**src/rtl/switch_interface.sv**
```systemverilog
// Memory-mapped switch bank peripheral: level, sticky edge flags, interrupt mask
// and a level interrupt to the core.
module switch_interface #(
   parameter int N_SW = 16
) (
   input  logic            clk_i,
   input  logic            reset_i,
   input  logic [N_SW-1:0] sw_db_i,
   input  logic            sel_i,
   input  logic            we_i,
   input  logic [1:0]      addr_i,
   input  logic [31:0]     wdata_i,
   output logic [31:0]     rdata_o,
   output logic            irq_o
);

   localparam logic [1:0] ADDR_STATE = 2'd0;
   localparam logic [1:0] ADDR_RISE  = 2'd1;
   localparam logic [1:0] ADDR_FALL  = 2'd2;
   localparam logic [1:0] ADDR_MASK  = 2'd3;

   logic            r_init;
   logic [N_SW-1:0] r_sw_prev;
   logic [N_SW-1:0] r_rise;
   logic [N_SW-1:0] r_fall;
   logic [N_SW-1:0] r_mask;

   logic            w_wr;
   logic            w_rd;
   logic [N_SW-1:0] w_rise_evt;
   logic [N_SW-1:0] w_fall_evt;
   logic [N_SW-1:0] w_rise_clr;
   logic [N_SW-1:0] w_fall_clr;
   logic [N_SW-1:0] w_rise_next;
   logic [N_SW-1:0] w_fall_next;
   logic [N_SW-1:0] w_mask_next;
   logic            w_irq_next;
   logic [31:0]     w_rd_val;

   assign w_wr = sel_i & we_i;
   assign w_rd = sel_i & ~we_i;

   // The first cycle after reset only captures the level, so switches already
   // high at reset never look like rising edges.
   assign w_rise_evt = r_init ? '0 : (sw_db_i & ~r_sw_prev);
   assign w_fall_evt = r_init ? '0 : (~sw_db_i & r_sw_prev);

   assign w_rise_clr = (w_wr && addr_i == ADDR_RISE) ? wdata_i[N_SW-1:0] : '0;
   assign w_fall_clr = (w_wr && addr_i == ADDR_FALL) ? wdata_i[N_SW-1:0] : '0;

   // New events are OR-ed in after the clear, so a set wins over a W1C.
   assign w_rise_next = (r_rise & ~w_rise_clr) | w_rise_evt;
   assign w_fall_next = (r_fall & ~w_fall_clr) | w_fall_evt;
   assign w_mask_next = (w_wr && addr_i == ADDR_MASK) ? wdata_i[N_SW-1:0] : r_mask;
   assign w_irq_next  = |((w_rise_next | w_fall_next) & w_mask_next);

   // NOTE: every signal written in always_comb gets a default first, otherwise
   // an unassigned path infers a latch.
   always_comb begin
      w_rd_val = '0;
      unique case (addr_i)
         ADDR_STATE: w_rd_val[N_SW-1:0] = r_sw_prev;
         ADDR_RISE:  w_rd_val[N_SW-1:0] = r_rise;
         ADDR_FALL:  w_rd_val[N_SW-1:0] = r_fall;
         ADDR_MASK:  w_rd_val[N_SW-1:0] = r_mask;
         default:    w_rd_val = '0;
      endcase
   end

   // NOTE: sequential state uses non-blocking assignments so every register
   // samples the pre-edge value of the others.
   always_ff @(posedge clk_i or negedge reset_i) begin
      if (!reset_i) begin
         r_init    <= 1'b1;
         r_sw_prev <= '0;
         r_rise    <= '0;
         r_fall    <= '0;
         r_mask    <= '0;
         rdata_o   <= '0;
         irq_o     <= 1'b0;
      end else begin
         r_init    <= 1'b0;
         r_sw_prev <= sw_db_i;
         r_rise    <= w_rise_next;
         r_fall    <= w_fall_next;
         r_mask    <= w_mask_next;
         irq_o     <= w_irq_next;
         if (w_rd) begin
            rdata_o <= w_rd_val;
         end
      end
   end

endmodule

```
**config.mk**
```make
export PLATFORM = sky130hd
export DESIGN_NAME = switch_interface
export DESIGN_NICKNAME = d
export VERILOG_FILES = /design/src/rtl/switch_interface.sv
export SDC_FILE = /design/constraint.sdc
export NUM_CORES = 1
export LEC_CHECK = 0
export CAP_MARGIN = 25
export CORE_AREA = 2 2 90 157
export CTS_BUF_LIST = sky130_fd_sc_hd__clkbuf_8
export CTS_CLUSTER_SIZE = 14
export DETAILED_ROUTE_END_ITERATION = 6
export DIE_AREA = 0 0 92 159
export PLACE_DENSITY_LB_ADDON = 0.25
export SKIP_CTS_REPAIR_TIMING = 1
export SYNTH_ARGS = -nofsm -noshare
export SYNTH_HDL_FRONTEND = slang
export SYNTH_SLANG_ARGS = --single-unit
```
**constraint.sdc**
```tcl
create_clock -name clk_i -period 5.9 [get_ports clk_i]
set_input_delay 1.18 -clock clk_i [delete_from_list [all_inputs] [get_ports clk_i]]
set_output_delay 1.18 -clock clk_i [all_outputs]
set_load 0.005 [all_outputs]
```
# Word level (Yosys, flattened, before mapping)

Index checks and enable logic that the tools add are counted.

Logic and storage cells: 36
Flip-flop bits (word level): 82
Output and inout bits: 33
Input bits: 54

Muxes and demuxes: 6
Bitwise gates (word level): 15
Reductions and logical operators: 5
Equal/unequal tests: 3

Operators by type and width:

| cell                 | number |
|---|---|
| $and A16 B16 Y16     | 5 |
| $mux W16             | 5 |
| $not A16 Y16         | 4 |
| $pmux W16 S4         | 1 |
| $or A16 B16 Y16      | 3 |
| $reduce_or A16 Y1    | 1 |
| $eq A2 B2 Y1 const B | 2 |
| $logic_and A1 B1 Y1  | 3 |
| $and A1 B1 Y1        | 2 |
| $eq A2 B1 Y1 const B | 1 |
| $logic_not A2 Y1     | 1 |
| $not A1 Y1           | 1 |

# Longest topological paths before layout

Gate-level depths: netlist of the first run.

Depth in word-level cells: 9
Depth in mapped cells: 8
Mapped depth without buffers: 6

# Least setup slack after synthesis of the first run

Ideal clock, no wire load.

Path type: input to register
Start: input addr_i[0]
End: register irq_o
Setup time: 0.143 ns
Stages on the path: 7
Arrival time: 2.484 ns
Path slack: 3.272 ns
Data required time: 5.757 ns
Cell sequence: buf_4 -> and4b_1 -> nand2_1 -> a22o_1 -> o21a_1 -> a2111oi_2 -> nand4_1

Word-level cells in the longest chain between the ends: 9

RTL lines:

| what                 | line | source |
|---|---|---|
| start, declared      | 11   | `input logic [1:0] addr_i,` |
| $eq A2 B2 Y1         | 49   | `assign w_fall_clr = (w_wr && addr_i == ADDR_FALL) ? wdata_i[N_SW-1:0] : '0;` |
| $logic_and A1 B1 Y1  | 49   |  |
| $mux W16             | 49   |  |
| $not A16 Y16         | 53   | `assign w_fall_next = (r_fall & ~w_fall_clr) \| w_fall_evt;` |
| $and A16 B16 Y16     | 53   |  |
| $or A16 B16 Y16      | 53   |  |
| net w_fall_next[2]   | 35   | `logic [N_SW-1:0] w_fall_next;` |
| $or A16 B16 Y16      | 55   | `assign w_irq_next = \|((w_rise_next \| w_fall_next) & w_mask_next);` |
| $and A16 B16 Y16     | 55   |  |
| $reduce_or A16 Y1    | 55   |  |
| net w_irq_next       | 37   | `logic w_irq_next;` |
| end signal, assigned | 87   | `irq_o <= w_irq_next;` |
| end, declared        | 14   | `output logic irq_o` |

The timed path passes the listed nets, and every way through them passes these cells.
A chain may end at the register's enable or synchronous reset.

# Worst setup path in the final report of the first run

Start: input addr_i[1]
End: register irq_o

The elaborated chain is that of the path after synthesis.

==> impl_metrics.yaml, run 1 <==
clock_tree:
  clock_tree.root_cell: "clkbuf_8"
  cts_max_path_buffers: 2
  path_clk_slew_ns: 0.08
  cts-buffers-inserted: 9
  clk_lat_worst_skew_ns: 0.36
  htree_levels: 3
  cts.sinks: 82
  tritoncts: "done"
sta:
  tightest_slew_ns: 0.755
  fin_skew_ns: 0.00666
  finalHoldViolCount: 0
  layout_setup_ws_ns: 2.27
  final.setup.tns_ns: 0
  timing.final.crit_period_ns: 3.63
  rsz0062_at_grt: "false"
  relSlewSlack_pct: 49.7
  timing.final.crit_share_pct: 61.5
  fmaxAchievable_mhz: 276
  fin_hold_ws_ns: 0.508
  count_of_final_setup_violators: 0
  slew_viol_final: 0
floorplan:
  number_of_top_level_pins: 87
  overall_die_area_um2: 14600
  die_h_um: 159
  floorplan.initialDensity_pct: 29.4
  core_area_um2: 13300
  die_x_um: 92
  rows: 56
critical_path:
  cp_data_required_time_ns: 6.12
  worst_reg2reg_path_depth: 5
  criticalPathCategory: "in2reg"
  critical_path.endpoint_type: "register"
  critical_path.startpoint_type: "input port"
  crit_arrival_ns: 3.84
  critical_path_peak_fanout: 12
power_and_ir_drop:
  power_per_cell_area_nw_per_um2: 300
  vdd.ir_drop.worst_mv: 0.120
  p_leak_nw: 1.96
logic_synthesis:
  yosys_cell_types: 35
  netlist_area_um2: 3920
  synth_commonest_cells: "dfrtp_1 (81), nand2_1 (58), nor2_1 (29)"
  synth_enable_flop_cells: 0
  largest_cells_by_area_after_synthesis: "dfrtp_1 (52%), mux4_2 (9.2%), mux2_2 (7.8%), nand2_1 (5.6%), buf_4 (3.3%)"
  netlist.area_leader.share_pct: 51.7
  synth_sequential_area_ratio_pct: 52.4
  synth-async-reset-ratio_pct: 100
  ys.warnings.count: 0
  yosysTopAreaCell: "dfrtp_1"
  postSynthCellCount: 339
  syn_avg_cell_area_um2: 11.6
  synthFlopType: "dfrtp_1"
  yosysMostFrequentCell: "dfrtp_1"
  yosys_register_bits: 82
global_routing:
  grt_use_total_pct: 13.9
  grt_pass1_wl_um: 15600
  globalRouteOverflowTotal: 0
  largest_net_degree_at_the_start_of_global_routing: 45
  first_global_vias: 2849
  grt_antenna_before_repair: 0
detailed_routing:
  routed_via_density: 4.88
  routed_wire_length_per_instance_um: 16.9
  route.vias.total: 2801
  initialDrtViolationCount: 104
  dr.pass1.iters: 4
  final_antenna_net_count: 0
  route.detailed.drc: 0
  wirelength_um: 9690
cells_and_area:
  final_nets: 449
  area_growth_syn_to_layout_pct: 23.2
  fin_util_pct: 36.3
  postLayoutCellArea_um2: 4830
  final-seq-area_um2: 2050
  antenna_cells: 0
  fillCellCount: 1350
  drive_gt1_share_pct: 17.3
  multi_input_comb_area_um2: 1720
place:
  placement.io_buffers: 54
  preCtsSetupSlack_ns: 1.88
  placement.cell_area_um2: 4600
  gp_congestion: 0.784
  detailedPlacementHpwl_um: 6940
status:
  outcome: "complete, no violations"
job:
  max_capacitance_violation_total: 0
hold_path:
  holdPathStages: 1
  worstHoldPathType: "reg2reg"
through the flow:
stage / power [mW] / std cells
2_1_floorplan: 0.854 / 355
3_3_place_gp: 0.988 / 557
3_5_place_dp: 0.999 / 558
4_1_cts: 1.47 / 574
5_1_grt: 1.53 / 574
6_report: 1.45 / 574
worst max-delay path: stages:
cell and delay [ns]:
clkdlybuf4s50_1 0.87, buf_4 0.35, and4b_1 0.39, nand2_1 0.09, a22o_1 0.26, o21a_1 0.18, a2111oi_1 0.37, nand4_1 0.14
layout by cell type (no fill, tap or decap), types with 2 or more instances in the layout:
cell             count
a22o_1               9
conb_1              17
o211ai_1             2
inv_1                5
o21ai_0             23
xnor2_1              3
a31oi_1              4
bufinv_16            2
and4b_1              2
nand3_1              7
clkbuf_8            11
mux4_2              16
buf_4                5
nand2b_1            10
mux2_2              27
nor2_1              29
clkdlybuf4s50_1     53
nand2_1             58
o21a_1               2
mux2i_1              4
xor2_1               4
a22oi_1             11
dfrtp_1             81
worst paths after layout:
path / startpoint / to / slack [ns]
worst max-delay path: addr_i[1] / irq_o / 2.27
worst min-delay path: rdata_o[12] / rdata_o[12] / 0.51
worst max register to register: r_init / irq_o / 3.59
worst min register to register: rdata_o[12] / rdata_o[12] / 0.51
max in group asynchronous: reset_i / r_init / 4.45
min in group asynchronous: reset_i / rdata_o[14] / 0.79
power by group:
group	total, mW	switching, mW	internal, mW
Sequential	0.693	0.0500	0.643
Combinational	0.291	0.119	0.172
Clock	0.463	0.203	0.260
cell families (layout without fill, tap and decap cells):
family | Yosys count | after routing | share of synthesized area (%)
mux | 48 | 48 | 18.4
simple gates | 111 | 111 | 12.5
compound gates | 56 | 56 | 9.74
buf+inv | 34 | 79 | 5.33
flops | 82 | 82 | 52.4
other cells | 1 | 17 | 0.0957
xor+xnor | 7 | 7 | 1.57
flip-flops by register name, summed over array words and instances (netlist names):
name,count
r_mask,16
r_fall,16
rdata_o,16
r_init,1
r_sw_prev,16
irq_o,1
r_rise,16
metal layers:
metal,vias to the layer above,wire (um),GRT usage (%),share of wire (%)
li1,1275,-,-,-
met1,1437,3900,16.3,40
met2,71,5190,24.0,54
met3,18,328,2.79,3.4
met4,0,275,6.72,2.8
met5,-,0,0,0
layout make-up:
type                    count  share of cell area (%)
repair buffers             59                    12.3
flip-flops and latches     82                    42.5
multi-input cells         239                    35.5
clock inverters             5                    1.61
inverters                   4                   0.311
well taps                 174                    4.51
clock buffers              11                    3.14
Note: power is estimated with default switching activity, not from simulation.
==> run 2: changes to the inputs <==
==> constraint.sdc (replaced) <==
create_clock -name clk_i -period 3.5 [get_ports clk_i]
set_input_delay 0.7 -clock clk_i [delete_from_list [all_inputs] [get_ports clk_i]]
set_output_delay 0.7 -clock clk_i [all_outputs]
set_load 0.005 [all_outputs]
==> impl_metrics.yaml, run 2 (synthesized netlist as in run 1, its figures left out) <==
critical_path:
  criticalPathCategory: "in2reg"
  critical_path.endpoint_type: "register"
  crit_path_start: "we_i"
  worst_r2r_endpoint: "irq_o"
  worst_reg2reg_path_depth: 5
  cpMaxStageDelayCell: "clkdlybuf4s50_1"
  cp_data_required_time_ns: 3.70
  rrSetupSlack_ns: 1.24
  critical_path_peak_fanout: 16
  cp.buffers_inverters: 1
  critical-path-top-delay-family: "simple AND/OR/NAND/NOR gates"
  critical_path.startpoint_type: "input port"
  path_cells: "clkdlybuf4s50_1, and2_1, nand3_4, mux2_2, o21a_1, a2111oi_1, nand4_1"
  regToRegStartpoint: "r_init"
  crit_arrival_ns: 2.91
  critPathMaxStageDelay_ns: 0.60
power_and_ir_drop:
  power_per_cell_area_nw_per_um2: 488
  post-layout-total-power_mw: 2.39
  p_leak_nw: 2.00
  vdd.ir_drop.worst_mv: 0.160
cells_and_area:
  area_growth_syn_to_layout_pct: 24.7
  final_common_cell: "dfrtp_1"
  postLayoutCellArea_um2: 4890
  final_nets: 457
  fillCellCount: 1349
  fin_util_pct: 36.7
  commonest_non_fill_non_tap_cells_in_the_layout: "dfrtp_1 (81), nand2_1 (58), clkdlybuf4s50_1 (53)"
  final_cells: 581
  drive_gt1_share_pct: 18.7
  antenna_cells: 0
place:
  gp_congestion: 0.738
  detailedPlacementHpwl_um: 6980
  placement.cell_area_um2: 4680
  placement.io_buffers: 54
  preCtsSetupSlack_ns: 0.396
  place.detailed.instances: 566
floorplan:
  overall_die_area_um2: 14600
  floorplan.initialDensity_pct: 29.4
  die_h_um: 159
  rows: 56
  core_area_um2: 13300
  number_of_top_level_pins: 87
  die_x_um: 92
clock_tree:
  cts-buffers-inserted: 9
  cts.sinks: 82
  clk_lat_worst_skew_ns: 0.36
  htree_levels: 3
  tritoncts: "done"
  cts_max_path_buffers: 2
  clock_tree.root_cell: "clkbuf_8"
  path_clk_slew_ns: 0.09
sta:
  timing.final.crit_period_ns: 2.71
  finalHoldViolCount: 0
  timing.final.crit_share_pct: 77.3
  relSlewSlack_pct: 64.6
  count_of_final_setup_violators: 0
  slew_viol_final: 0
  fin_hold_ws_ns: 0.224
  fin_skew_ns: 0.0118
  tightest_slew_ns: 0.531
  layout_setup_ws_ns: 0.794
  rsz0062_at_grt: "false"
  final.setup.tns_ns: 0
  fmaxAchievable_mhz: 370
hold_path:
  worstHoldPathType: "in2async"
global_routing:
  grt_use_total_pct: 14.3
  grt_pass1_wl_um: 16100
  grt_antenna_before_repair: 0
  globalRouteOverflowTotal: 0
  first_global_vias: 3032
  largest_net_degree_at_the_start_of_global_routing: 63
detailed_routing:
  routed_wire_length_per_instance_um: 16.6
  final_antenna_net_count: 0
  wirelength_um: 9640
  route.vias.total: 2808
  dr.pass1.iters: 4
  route.detailed.drc: 0
  initialDrtViolationCount: 108
  routed_via_density: 4.83
job:
  max_capacitance_violation_total: 0
status:
  outcome: "complete, no violations"
==> run 2: changes by cell type in the layout (fill, tap and decap cells not counted) <==
cell,before,now
buf_4,5,11
buf_12,0,2
bufinv_16,2,1
clkbuf_8,11,12
clkinv_4,1,0
==> run 2: worst max path at each step <==
stage                       end  slack (ns)  cells past startpoint
final                     irq_o        0.79                      7
after global routing      irq_o        0.67                      7
after CTS                 irq_o        0.76                      7
after detailed placement  irq_o        0.40                      7
after global placement    irq_o        0.39                      8
after floorplan           irq_o        1.35                      7
==> run 2: layout make-up <==
type	instances	area [um2]	area share, %
Multi-Input combinational cell	239	1720	35.1
Inverter	4	15.0	0.307
Tap cell	174	218	4.46
Clock buffer	12	165	3.38
Sequential cell	82	2050	42.0
Timing Repair Buffer	67	681	13.9
Clock inverter	3	38.8	0.794
==> run 2: layer usage <==
layer	share of wire (%)	track usage [%]	up-vias
li1	-	-	1299
met1	40	16.8	1416
met2	53	24.5	76
met3	4.0	3.17	17
met4	3.0	6.65	0
met5	0	0	-
==> run 2: power by group <==
part / leakage [nW] / switching, mW / internal (mW) / total [mW]
registers: 0.889 / 0.0798 / 1.08 / 1.16
logic: 1.00 / 0.203 / 0.298 / 0.501
clock network: 0.110 / 0.340 / 0.381 / 0.721
==> run 3: changes to the inputs <==
==> constraint.sdc (replaced) <==
create_clock -name clk_i -period 2.8 [get_ports clk_i]
set_input_delay 0.56 -clock clk_i [delete_from_list [all_inputs] [get_ports clk_i]]
set_output_delay 0.56 -clock clk_i [all_outputs]
set_load 0.005 [all_outputs]
==> impl_metrics.yaml, run 3 (synthesized netlist as in run 1, its figures left out) <==
detailed_routing:
  routed-wl-met3_um: 413
  routed_via_density: 4.73
  routed_wire_length_per_instance_um: 16.2
  final_antenna_net_count: 0
  route.detailed.drc: 0
  initialDrtViolationCount: 174
  met1_layer_wirelength_in_the_final_routing_um: 3910
  route.vias.total: 2878
  routed_met2_length_um: 5350
  wirelength_um: 9880
  dr.pass1.iters: 5
  top_layer: "met4"
sta:
  relSlewSlack_pct: 57.4
  slew_viol_final: 0
  fmaxAchievable_mhz: 409
  timing.final.crit_period_ns: 2.44
  finalHoldViolCount: 0
  timing.final.crit_share_pct: 87.3
  fin_skew_ns: 0.0113
  rsz0062_at_grt: "false"
  final.setup.tns_ns: 0
  tightest_slew_ns: 0.638
  count_of_final_setup_violators: 0
power_and_ir_drop:
  p_leak_nw: 2.12
  vdd.ir_drop.worst_mv: 0.234
  power_per_cell_area_nw_per_um2: 619
floorplan:
  number_of_top_level_pins: 87
  die_x_um: 92
  rows: 56
  overall_die_area_um2: 14600
  floorplan.initialDensity_pct: 29.4
  core_area_um2: 13300
  die_h_um: 159
clock_tree:
  tritoncts: "done"
  htree_levels: 3
  clk_lat_worst_skew_ns: 0.36
  cts.sinks: 82
  clock_tree.root_cell: "clkbuf_8"
  cts_max_path_buffers: 2
  cts-buffers-inserted: 9
  path_clk_slew_ns: 0.08
global_routing:
  grt_pass1_wl_um: 16100
  first_global_vias: 3088
  grt_antenna_before_repair: 0
  grt_use_total_pct: 14.4
  globalRouteOverflowTotal: 0
  largest_net_degree_at_the_start_of_global_routing: 48
place:
  detailedPlacementHpwl_um: 7320
  place.detailed.instances: 592
  gp_congestion: 0.804
  placement.io_buffers: 54
critical_path:
  critical_path.startpoint_type: "input port"
  criticalPathCategory: "in2reg"
  crit_arrival_ns: 2.67
  cp_data_required_time_ns: 3.02
  critical_path.endpoint_type: "register"
  critical_path_peak_fanout: 12
cells_and_area:
  final_nets: 483
  antenna_cells: 0
  commonest_non_fill_non_tap_cells_in_the_layout: "dfrtp_1 (81), nand2_1 (58), clkdlybuf4s50_1 (53)"
  drive_gt1_share_pct: 24.0
  final_cells: 608
  final_common_cell: "dfrtp_1"
  area_growth_syn_to_layout_pct: 30.2
job:
  max_capacitance_violation_total: 0
hold_path:
  worstHoldPathType: "in2async"
status:
  outcome: "complete, no violations"
## run 3: area by class of cell
class	instances	area, um2
Clock buffer	9	124
Fill cell	1336	8210
Sequential cell	82	2050
Clock inverter	7	118
Inverter	4	15.0
Timing Repair Buffer	93	856
Tap cell	174	218
Multi-Input combinational cell	239	1720
## run 3: where the power goes
group          leakage, nW  internal [mW]  switching, mW
Clock                0.111          0.590          0.442
Sequential           0.889           1.35         0.0977
Combinational         1.12          0.406          0.267
Total                 2.12           2.35          0.807
## run 3: per-stage QoR
stage	utilization (%)	setup slack (ns)	cell area, um2	hold WS [ns]	power (mW)
after CTS	38.3	0.373	5100	0.231	3.21
after detailed placement	36.5	0.00115	4860	0.499	2.16
after global placement	36.5	0.0101	4860	0.484	2.14
after floorplan	-	0.792	3980	0.264	1.80
final	38.3	0.357	5100	0.214	3.16
after global routing	38.3	0.256	5100	0.243	3.34
## run 3: layer usage
metal	vias to the layer above	track usage (%)
met5	-	0
met4	0	6.04
met3	9	3.03
met2	75	25.5
met1	1448	16.6
li1	1346	-
## run 3: critical path, cell delays in order
cell	delay, ns
clkdlybuf4s50_1	0.67
buf_4	0.20
nand3_4	0.21
buf_4	0.24
mux2_2	0.28
a21bo_2	0.19
and4_1	0.22
nand4_1	0.10
## run 3: path summary, 6_finish.rpt
check                      slack (ns)           to  cells after the start        from
max in group asynchronous        1.94   r_mask[12]                      2     reset_i
max reg2reg                      0.78        irq_o                      7      r_init
min                              0.21  rdata_o[15]                      1     reset_i
max                              0.36        irq_o                      8   addr_i[1]
min reg2reg                      0.51   rdata_o[2]                      1  rdata_o[2]
min in group clk_i               0.51   rdata_o[2]                      1  rdata_o[2]
==> variant (flow settings as in run 3) <==
`N_SW`: 16 -> 18.
--- a/src/rtl/switch_interface.sv
+++ b/src/rtl/switch_interface.sv
@@ -3,3 +3,3 @@
 module switch_interface #(
-   parameter int N_SW = 16
+   parameter int N_SW = 18
 ) (
Interface: changed (resized sw_db_i); port bits go from 87 to 89. No check against the original RTL was run, so the function may have changed too.
==> variant against run 3 <==
  * Worst setup slack got worse by 0.043 ns
  * Sequential cell count rose by 10
  * Clock power fell by 22%
  * Largest power group unchanged
  * Synthesized area rose by 15%
  * Non-clock buffer count rose by 8
  * Critical path depth did not move
  * Wire length rose by 9.8%
  * Core utilization rose by 4.4 points
  * Largest cell class unchanged
  * Sequential power rose by 14%
  * Fmax fell by 1.7%
  * Global-route usage rose by 1.3 points
  * Highest routed layer unchanged
  * Cell area rose by 12%
  * Count of clock-buffer cells in the layout did not move
  * Total power rose by 3.3%
==> variant: results (changes against run 3) <==
- The number of global-route vias before repair came to 3530 (+14%).
* Leak: 2.30 nW (+8.6%)
- The slowest stage of the critical path is the sky130_fd_sc_hd__a2111o_1 cell.
* Cell depth of the worst flop-to-flop path: 6 (-1)
- The total via count in the routed design came to 3278 (+14%).
- Pin count of the biggest net entering global routing: 39 (-19%)
* Final standard cell count with taps included and fillers excluded: 665 (+9.4%)
- Post-detailed-placement cell area: 0.00552 mm2 (+14%)
- The clock distribution power was 0.799 mW (-22%).
* Cell family contributing the most delay on the critical path: compound AO/OA/AOI/OAI gates
* Result of the run: finished clean
- Count of port buffers added during placement: 60 (+11%)
- Cell count after placement: 650 (+9.8%)
- The largest driver fanout on the critical path is 7 (-5).
* Worst vdd ir: 0.214 mV (-8.8%)
* WL per Instance: 16.3 um (+0.35%)
* Library cells used by synthesis: 43 (+23%)
* Post-synth top cells: 91 x sky130_fd_sc_hd__dfrtp_1, 63 x sky130_fd_sc_hd__nand2_1, 39 x sky130_fd_sc_hd__nor2_1
- The sequential fraction of the synthesis area came to 0.510 (-0.0137).
- Wire length of the first global-routing pass: 17.9 mm (+11%)
- The final HPWL from detailed placement was 8.11 mm (+11%).
- The largest incremental delay on the critical path was 0.45 ns (-0.22 ns).
- The count of TritonRoute iterations in the first routing pass was 4 (-1).
- The overall fraction of global-route tracks in use was 0.157 (+0.0128).
* Routability congestion estimate: 0.801 (-0.30%)
- The post-synthesis average cell area was 11.5 um2 (-0.88%).
* Cell-internal power: 2.34 mW (-0.46%)
- Clk slew on worst S/H paths: ~0.09 ns
* Worst slack, placed: -0.0790 ns (-0.0802 ns)
- Fill cells: 1328 (-0.60%)
* Layout cell share with drive strength beyond 1: 0.226 (-0.0136)
- Yosys attributes the largest share of cell area to sky130_fd_sc_hd__dfrtp_1 50%, sky130_fd_sc_hd__mux2_2 8.0%, sky130_fd_sc_hd__mux4_2 5.5%.
- Share of power burned in registers: 0.509 (+0.049)
- The final-stage net count came to 543 (+12%).
-- variant: cells by family after synthesis --
family | count (synthesis) | synth area share
buffers and inverters | 37 | 0.0469
other | 1 | 0.000831
multiplexers | 53 | 0.183
AND/OR/NAND/NOR | 129 | 0.126
flip-flops | 92 | 0.510
XOR/XNOR | 17 | 0.0330
AO/OA/AOI/OAI | 65 | 0.100
-- variant: cell type report --
class                      instances  area, um2  area share
sequential                        92       2300       0.405
timing repair buffer             101        931       0.164
clock buffer                       9        124      0.0218
multi-input combinational        279       2050       0.361
inverter                           4       15.0     0.00264
tap                              174        218      0.0383
clock inverter                     6       42.5     0.00748
-- variant: per-layer routing --
layer	part of all wire	GRT usage	vias to the layer above
met5	0	0	-
met4	0.023	0.0699	0
met3	0.031	0.0237	16
met2	0.54	0.282	64
met1	0.40	0.181	1649
li1	-	-	1549
-- variant: final timing paths --
check / from / to / slack, ns
setup / recovery: addr_i[1] / irq_o$_DFF_PN0_ / 0.31
min in group clk_i: rdata_o[13]$_DFFE_PN0P_ / rdata_o[13]$_DFFE_PN0P_ / 0.51
hold / removal: reset_i / r_sw_prev[7]$_DFF_PN0_ / 0.13
max in group asynchronous: reset_i / r_fall[15]$_DFF_PN0_ / 1.98
setup reg to reg: r_init$_DFF_PN1_ / irq_o$_DFF_PN0_ / 0.69
hold reg to reg: rdata_o[13]$_DFFE_PN0P_ / rdata_o[13]$_DFFE_PN0P_ / 0.51
-- variant: metrics by stage --
| step | TNS [ns] | util | power, mW |
|---|---|---|---|
| after floorplan | 0 | - | 2.08 |
| after global placement | -0.0412 | 0.415 | 2.47 |
| after detailed placement | -0.0790 | 0.415 | 2.50 |
| after CTS | 0 | 0.427 | 3.31 |
| after global routing | 0 | 0.427 | 3.45 |
| final | 0 | 0.427 | 3.26 |
